===== src/rtl/can_access_arbiter.sv =====
// Round-robin arbiter sharing one CAN register port between requesters A and B.
// Optional ownership locking with timeout is compiled in with `define CAN_ARB_LOCK_EN.
`timescale 1ns/1ps
module can_access_arbiter #(
    parameter int unsigned RD_LAT       = 1,
    parameter int unsigned LOCK_TIMEOUT = 256
) (
    input  logic       clk,
    input  logic       rst,
    input  logic       a_req,
    input  logic       a_we,
    input  logic [7:0] a_addr,
    input  logic [7:0] a_wdata,
    input  logic       a_lock,
    output logic       a_ack,
    output logic [7:0] a_rdata,
    input  logic       b_req,
    input  logic       b_we,
    input  logic [7:0] b_addr,
    input  logic [7:0] b_wdata,
    input  logic       b_lock,
    output logic       b_ack,
    output logic [7:0] b_rdata,
    output logic [7:0] can_addr,
    output logic [7:0] can_wdata,
    output logic       can_wr_en,
    output logic       can_rd_en,
    input  logic [7:0] can_rdata,
    output logic [1:0] owner,
    output logic       lock_timeout
);

    typedef enum logic [1:0] {StIdle, StIssue, StWait, StAck} state_t;

    state_t     state_q, state_d;
    logic       side_q, side_d;    // 0 = A, 1 = B
    logic       last_q, last_d;
    logic       we_q, we_d;
    logic [7:0] addr_q, addr_d;
    logic [7:0] wdata_q, wdata_d;
    logic [2:0] cnt_q, cnt_d;
    logic [7:0] a_rdata_q, a_rdata_d;
    logic [7:0] b_rdata_q, b_rdata_d;
    logic       elig_a, elig_b, pick_b;

`ifdef CAN_ARB_LOCK_EN
    logic        locked_q, locked_d;
    logic [15:0] timer_q, timer_d;
    logic        lock_to_q, lock_to_d;
    logic        own_lock, own_req;
`endif

    always_comb begin
        state_d   = state_q;
        side_d    = side_q;
        last_d    = last_q;
        we_d      = we_q;
        addr_d    = addr_q;
        wdata_d   = wdata_q;
        cnt_d     = cnt_q;
        a_rdata_d = a_rdata_q;
        b_rdata_d = b_rdata_q;
        elig_a    = a_req;
        elig_b    = b_req;
        pick_b    = 1'b0;
`ifdef CAN_ARB_LOCK_EN
        locked_d  = locked_q;
        timer_d   = timer_q;
        lock_to_d = lock_to_q;
        own_lock  = side_q ? b_lock : a_lock;
        own_req   = side_q ? b_req : a_req;
`endif
        unique case (state_q)
            StIdle: begin
`ifdef CAN_ARB_LOCK_EN
                if (locked_q) begin
                    if (!own_lock) begin
                        locked_d = 1'b0;
                        timer_d  = '0;
                    end else if (own_req) begin
                        elig_a  = ~side_q & a_req;
                        elig_b  = side_q & b_req;
                        timer_d = '0;
                    end else if (timer_q >= 16'(LOCK_TIMEOUT - 1)) begin
                        // Forced release; owner req is low, so the other side wins now
                        locked_d  = 1'b0;
                        timer_d   = '0;
                        lock_to_d = 1'b1;
                    end else begin
                        elig_a  = 1'b0;
                        elig_b  = 1'b0;
                        timer_d = timer_q + 16'd1;
                    end
                end
`endif
                pick_b = elig_b & (~elig_a | ~last_q);
                if (elig_a | elig_b) begin
                    side_d  = pick_b;
                    we_d    = pick_b ? b_we : a_we;
                    addr_d  = pick_b ? b_addr : a_addr;
                    wdata_d = pick_b ? b_wdata : a_wdata;
                    state_d = StIssue;
                end
            end
            StIssue: begin
                cnt_d   = '0;
                state_d = we_q ? StAck : StWait;
            end
            StWait: begin
                if (cnt_q == 3'(RD_LAT - 1)) begin
                    if (side_q) b_rdata_d = can_rdata;
                    else        a_rdata_d = can_rdata;
                    state_d = StAck;
                end else begin
                    cnt_d = cnt_q + 3'd1;
                end
            end
            StAck: begin
                last_d  = side_q;
                state_d = StIdle;
`ifdef CAN_ARB_LOCK_EN
                locked_d = own_lock;
                timer_d  = '0;
`endif
            end
            default: state_d = StIdle;
        endcase
    end

    always_ff @(posedge clk or posedge rst) begin
        if (rst) begin
            state_q   <= StIdle;
            side_q    <= 1'b0;
            last_q    <= 1'b1;
            we_q      <= 1'b0;
            addr_q    <= '0;
            wdata_q   <= '0;
            cnt_q     <= '0;
            a_rdata_q <= '0;
            b_rdata_q <= '0;
        end else begin
            state_q   <= state_d;
            side_q    <= side_d;
            last_q    <= last_d;
            we_q      <= we_d;
            addr_q    <= addr_d;
            wdata_q   <= wdata_d;
            cnt_q     <= cnt_d;
            a_rdata_q <= a_rdata_d;
            b_rdata_q <= b_rdata_d;
        end
    end

`ifdef CAN_ARB_LOCK_EN
    always_ff @(posedge clk or posedge rst) begin
        if (rst) begin
            locked_q  <= 1'b0;
            timer_q   <= '0;
            lock_to_q <= 1'b0;
        end else begin
            locked_q  <= locked_d;
            timer_q   <= timer_d;
            lock_to_q <= lock_to_d;
        end
    end

    assign lock_timeout = lock_to_q;
`else
    logic unused_lock;
    localparam int unsigned unused_lock_timeout = LOCK_TIMEOUT;
    assign unused_lock  = a_lock ^ b_lock;
    assign lock_timeout = 1'b0;
`endif

    always_comb begin
        owner     = (state_q == StIdle) ? 2'b00 : (side_q ? 2'b10 : 2'b01);
        can_wr_en = (state_q == StIssue) & we_q;
        can_rd_en = (state_q == StIssue) & ~we_q;
        a_ack     = (state_q == StAck) & ~side_q;
        b_ack     = (state_q == StAck) & side_q;
        can_addr  = addr_q;
        can_wdata = wdata_q;
        a_rdata   = a_rdata_q;
        b_rdata   = b_rdata_q;
    end

endmodule

===== config.mk =====
export PLATFORM = sky130hd
export DESIGN_NAME = can_access_arbiter
export DESIGN_NICKNAME = d
export VERILOG_FILES = /design/src/rtl/can_access_arbiter.sv
export SDC_FILE = /design/constraint.sdc
export NUM_CORES = 1
export LEC_CHECK = 0
export CORE_MARGIN = 2
export CORE_UTILIZATION = 41
export CTS_CLUSTER_SIZE = 24
export DETAILED_ROUTE_END_ITERATION = 10
export PLACE_DENSITY = 0.81
export SLEW_MARGIN = 40
export SYNTH_ARGS = -nofsm -noshare
export SYNTH_HDL_FRONTEND = slang
export SYNTH_SLANG_ARGS = --single-unit

===== constraint.sdc =====
create_clock -name clk -period 2.3 [get_ports clk]
set_input_delay 0.46 -clock clk [delete_from_list [all_inputs] [get_ports clk]]
set_output_delay 0.46 -clock clk [all_outputs]
set_load 0.05 [all_outputs]

==> results of run 1 <==
[how the worst max path moves through the flow]
stage | endpoint | slack (ns) | startpoint
2_1_floorplan | owner[1] | 0.37 | state_q[0]
3_3_place_gp | can_addr[6] | 0.30 | a_req
3_5_place_dp | can_wdata[6] | 0.25 | a_req
4_1_cts | can_addr[3] | 0.36 | can_addr[3]
5_1_grt | owner[1] | 0.27 | state_q[0]
6_report | can_wdata[6] | 0.37 | can_wdata[6]
[kinds of logic (layout without fill, tap and decap cells)]
kind of cell | after synthesis | count (layout)
other cells | 1 | 1
fa+ha+maj | 6 | 6
buf+inv | 15 | 99
compound gates | 46 | 46
flops | 40 | 40
mux | 19 | 19
simple gates | 52 | 52
[metrics by stage]
stage,hold WS [ns],total power (W)
2_1_floorplan,0.479,0.00331
3_3_place_gp,0.486,0.00418
3_5_place_dp,0.494,0.00423
4_1_cts,0.512,0.00472
5_1_grt,0.526,0.00494
6_report,0.507,0.00467
[power groups by stage]
stage	combinational [W]	sequential, W	clock, W
after global routing	0.00312	0.00131	0.000512
after detailed placement	0.00296	0.00127	0
after floorplan	0.00106	0.00225	0
after CTS	0.00297	0.00126	0.000484
after global placement	0.00293	0.00126	0
final	0.00294	0.00126	0.000467
[synth_stat cells, drive strengths merged]
cell type,instances
mux2i,1
inv,5
and2,2
a21oi,34
nor2b,4
buf,10
o21a,1
dfstp,1
a2111oi,1
nand2b,1
a22o,1
a21bo,1
nor4bb,1
a22oi,1
and3,1
a21o,1
dfrtp,39
o2bb2ai,1
and3b,1
ha,6
o21ai,3
a211oi,1
nand3,2
nand2,20
conb,1
mux2,18
nor2,20
a21boi,1
[state kept, by name, indices dropped and copies added (netlist names)]
name,flops
can_addr,8
last_q,1
state_q,2
cnt_q,3
side_q,1
b_rdata,8
can_wdata,8
we_q,1
a_rdata,8
[layout make-up]
type / instances / area (sq um)
inverters: 5 / 18.8
repair buffers: 86 / 851
flip-flops and latches: 40 / 1000
clock inverters: 2 / 10.0
multi-input cells: 124 / 838
clock buffers: 6 / 82.6
well taps: 52 / 65.1
fillers: 383 / 1580
[per-layer routing]
metal	GRT usage [%]	up-vias	routed length, um
li1	-	769	-
met1	22.6	750	1910
met2	31.2	57	2210
met3	6.91	2	375
met4	4.94	0	26
met5	0	-	0
==> run_results.csv, run 1 <==
group,metric,value,unit
pwr,p_sw,0.00227,W
global_route,grt_pass1_wl,7.55,mm
hold_path,hold_start,"b_rdata[7]",
cts,cts_root_buf,"clkbuf_8",
sta,hold_viol_final,0,
yosys,synth_seq_cells,40,
global_route,grt_use_total,18.6,%
yosys,syn_area_per_cell,10.8,sq um
setup_path,cp_max_fo,2,
setup_path,cp.arrival,1.47,ns
run,max_cap_violations,0,
sta,setup_tns,0,ns
floorplanning,rows,24,
setup_path,path_buf_inv,1,
sta,period_needed,1.93,ns
yosys,synth_mux_area_share,12.6,%
pwr,clkPwrFrac,10.0,%
cts,cts_sinks,40,
hold_path,hp-class,"flop to flop",
yosys,synthAdderAreaFrac,3.89,%
sta,worstMarginPinSlew,0.770,ns
yosys,syn_inst,179,
floorplanning,die_w,72.6,um
floorplanning,io_pins,87,
yosys,ys_top_cells_by_area,"dfrtp_1 51%, a21oi_1 8.8%, mux2_4 6.2%",
yosys,yosysSeqAreaShare,51.9,%
setup_path,ff2ff_path_depth,5,
setup_path,slowest_delay,0.81,ns
setup_path,cp-start-kind,"flop",
yosys,synth_nets,233,
setup_path,r2r_slack,0.54,ns
run_status,status,"finished, final reports clean",
pwr,power.density,1630,nW/um^2
setup_path,crit_chain,"clkdlybuf4s50_1",
pwr,power_frac_comb,63.0,%
placed_design,hpwl,3.28,mm
cts,h-tree-depth,2,
setup_path,cp.depth,1,
pwr,p_leak,1.27,nW
pwr,switching_share,48.6,%
setup_path,rr_startpoint,"state_q[0]",
cts,clockBufferDepth,2,
setup_path,crit_slowest_cell,"clkdlybuf4s50_1",
yosys,ys_types,34,
routing,drt_first_pass_iters,4,
routing,drt-initial-drc-count,86,
final_layout,fin_nets,316,
setup_path,path_class,"flop to output pin",
global_route,grt_pass1_vias,1580,
pwr,peakVddDrop,0.652,mV
global_route,grt_max_degree,41,
hold_path,holdPathEnd,"b_rdata[7]",
yosys,synth_simple_gate_area_share,12.6,%
cts,clk_latency,0.28,ns
yosys,yosysTopAreaCellShare,50.5,%
floorplanning,start_util,43.5,%
yosys,yosysWarnings,0,
placed_design,dp_cells,307,
final_layout,layout-drive-gt1-share,16.0,%
routing,drt_wl_total,4.52,mm
global_route,overflow,0,
placed_design,gp_congestion,0.787,
routing,wl_per_cell,14.3,um
sta,rsz0062_at_grt,"false",
routing,via_count,1578,
placed_design,placed_area,2780,sq um
setup_path,crit_family,"buffers and inverters",
final_layout,stdcell_area,2870,sq um
sta,fmax,0.518,GHz
sta,final-max-slew-violation-count,0,
pwr,seqPwrFrac,27.0,%
cts,cts_buffers,5,
routing,ant_nets,0,
sta,slew_headroom,48.7,%
sta,min_period_over_period,83.9,%
cts,cts_setup_buffers,0,
yosys,yosysTopAreaCell,"dfrtp_1",
global_route,antenna_found_initial,0,
cts,tritoncts,"done",
yosys,synth_top_family_by_area,"compound AO/OA/AOI/OAI gates",
yosys,synth_xor_area_share,0,%
final_layout,final_cell_mix,"77 x clkdlybuf4s50_1, 39 x dfrtp_1, 34 x a21oi_1",
setup_path,cp-end-kind,"output pin",
setup_path,r2r-end,"a_rdata[1]",
placed_design,place.port_buffers,83,
setup_path,required,1.84,ns
routing,post_drt_via_cell_ratio,5.01,
cts,clk_pin_slew,0.07,ns
yosys,syn-cell-area,1930,sq um
final_layout,insertedDiodeCount,0,
sta,fin_ws,0.370,ns
routing,drc,0,
final_layout,area_growth,48.4,%
sta,fin_worst_skew,0.00300,ns
floorplanning,die-area,5280,sq um
floorplanning,fp.dieH,72.6,um
final_layout,mostFrequentLayoutCell,"clkdlybuf4s50_1",
hold_path,whs_path_depth,1,
sta,setup_viol_count_final,0,
final_layout,instances_no_fill,315,
placed_design,dp_slack,0.245,ns
final_layout,postLayoutCoreUtil,64.5,%
yosys,synth_compound_area_share,14.2,%
cts,ctsResizeCount,0,
floorplanning,core_area,4440,sq um
pwr,p_int,0.00240,W
cts,hold_buffers,0,
No activity file was read; power rests on OpenSTA's default activity.
==> run 2, diff against run 1 <==
==> constraint.sdc (replaced) <==
create_clock -name clk -period 2.02 [get_ports clk]
set_input_delay 0.404 -clock clk [delete_from_list [all_inputs] [get_ports clk]]
set_output_delay 0.404 -clock clk [all_outputs]
set_load 0.05 [all_outputs]
==> run 2 against run 1 <==
Compared with the run above:
- global-route usage increased by 0.055 points
- combinational power rose by 19%
- critical endpoint is now owner[0]
- register-to-register slack lost 0.28 ns
- critical path depth increased by 3
- hold slack got worse by 0.054 ns
- cell count is the same
- design area increased by 2.7%
- core utilization is 1.8 points higher
==> run_results.csv, run 2 (synthesized netlist as in run 1, its figures left out) <==
group,metric,value,unit
cts,ctsResizeCount,0,
routing,drt_wl_total,4.61,mm
cts,clockBufferDepth,2,
sta,final-max-slew-violation-count,0,
setup_path,cp_max_fo,9,
sta,slew_headroom,48.1,%
sta,rsz0062_at_grt,"false",
run,max_cap_violations,0,
final_layout,layout-drive-gt1-share,16.0,%
global_route,grt_pass1_vias,1624,
global_route,grt_pass1_wl,7.53,mm
cts,clk_latency,0.30,ns
cts,hold_buffers,0,
sta,fmax,0.518,GHz
final_layout,stdcell_area,2950,sq um
routing,drt-initial-drc-count,99,
final_layout,insertedDiodeCount,0,
setup_path,path_buf_inv,2,
cts,cts_sinks,40,
global_route,antenna_found_initial,0,
global_route,grt_max_degree,41,
cts,clk_pin_slew,0.08,ns
setup_path,path_class,"flop to output pin",
global_route,grt_use_total,18.7,%
placed_design,placed_area,2850,sq um
placed_design,hpwl,3.35,mm
setup_path,cp-end-kind,"output pin",
floorplanning,start_util,43.5,%
floorplanning,die-area,5280,sq um
floorplanning,fp.dieH,72.6,um
routing,drc,0,
pwr,peakVddDrop,0.992,mV
sta,hold_viol_final,0,
routing,via_count,1622,
routing,post_drt_via_cell_ratio,5.15,
pwr,p_leak,1.28,nW
setup_path,required,1.62,ns
setup_path,cp-start-kind,"flop",
floorplanning,core_area,4440,sq um
floorplanning,io_pins,87,
hold_path,hp-class,"primary input to asynchronous set/reset pin",
sta,fin_worst_skew,0.0106,ns
sta,period_needed,1.93,ns
cts,tritoncts,"done",
sta,min_period_over_period,95.5,%
sta,hold_slack,0.453,ns
sta,fin_ws,0.0900,ns
placed_design,place.port_buffers,83,
pwr,power.density,1870,nW/um^2
cts,h-tree-depth,2,
setup_path,crit_family,"flip-flops",
cts,cts_buffers,5,
placed_design,dp_slack,0.0369,ns
cts,cts_setup_buffers,0,
floorplanning,die_w,72.6,um
cts,cts_root_buf,"clkbuf_8",
final_layout,fin_nets,316,
final_layout,area_growth,52.5,%
setup_path,crit_slowest_cell,"dfrtp_1",
routing,ant_nets,0,
setup_path,cp.arrival,1.53,ns
run_status,status,"finished, final reports clean",
placed_design,gp_congestion,0.759,
floorplanning,rows,24,
setup_path,slowest_delay,0.40,ns
final_layout,final_cell_mix,"77 x clkdlybuf4s50_1, 39 x dfrtp_1, 34 x a21oi_1",
sta,setup_viol_count_final,0,
sta,worstMarginPinSlew,0.778,ns
routing,drt_first_pass_iters,4,
pwr,total_power,0.00550,W
final_layout,mostFrequentLayoutCell,"clkdlybuf4s50_1",
sta,setup_tns,0,ns
setup_path,crit_chain,"inv_1, ha_1, nor2_1, buf_12",
routing,wl_per_cell,14.6,um
global_route,overflow,0,
## run 2: cell count changes in the layout (fill, tap and decap cells not counted), sizes merged
cell | previous run | this run
clkinv | 2 | 0
clkinvlp | 0 | 1
clkbuf | 6 | 7
## run 2: layout make-up
class / count / area, sq um
clock inverter: 1 / 7.51
multi-input combinational: 124 / 841
clock buffer: 7 / 86.3
fill: 360 / 1500
inverter: 5 / 18.8
tap: 52 / 65.1
sequential: 40 / 1000
timing repair buffer: 86 / 926
## run 2: layer usage
metal  up-vias  part of all wire, %  track usage (%)
met1       778                   43             23.3
met4         0                 0.89             4.94
met5         -                    0                0
met2        66                   48             30.3
met3         5                  8.2             7.32
li1        773                    -                -
## run 2: report_power, final
group	internal, W	switching, W	leakage (nW)	total (W)
Sequential	0.00119	0.000240	0.463	0.00143
Clock	0.000278	0.000278	0.0445	0.000555
Combinational	0.00139	0.00212	0.777	0.00351
Total	0.00286	0.00264	1.28	0.00550
## run 2: path summary, 6_finish.rpt
path                                   end  slack, ns  startpoint  cells after the start
worst min-delay path            a_rdata[7]       0.45         rst                      3
worst max register to register  a_rdata[0]       0.26  state_q[0]                      5
worst max-delay path              owner[0]       0.09  state_q[0]                      4
min in group clk                b_rdata[7]       0.51  b_rdata[7]                      1
max in group asynchronous           last_q       1.30         rst                      3
worst min register to register  b_rdata[7]       0.51  b_rdata[7]                      1
## run 2: through the flow
stage | std cells | utilization (%)
6_report | 315 | 66.3
4_1_cts | 315 | 66.2
2_1_floorplan | 179 | -
5_1_grt | 315 | 66.3
3_3_place_gp | 307 | 64.1
3_5_place_dp | 307 | 64.1
## run 2: worst register-to-register path, stage by stage (launching register included)
cell and delay (ns):
dfrtp_1 0.40, inv_1 0.14, ha_1 0.19, and3b_4 0.22, nor2b_4 0.35, mux2_4 0.34
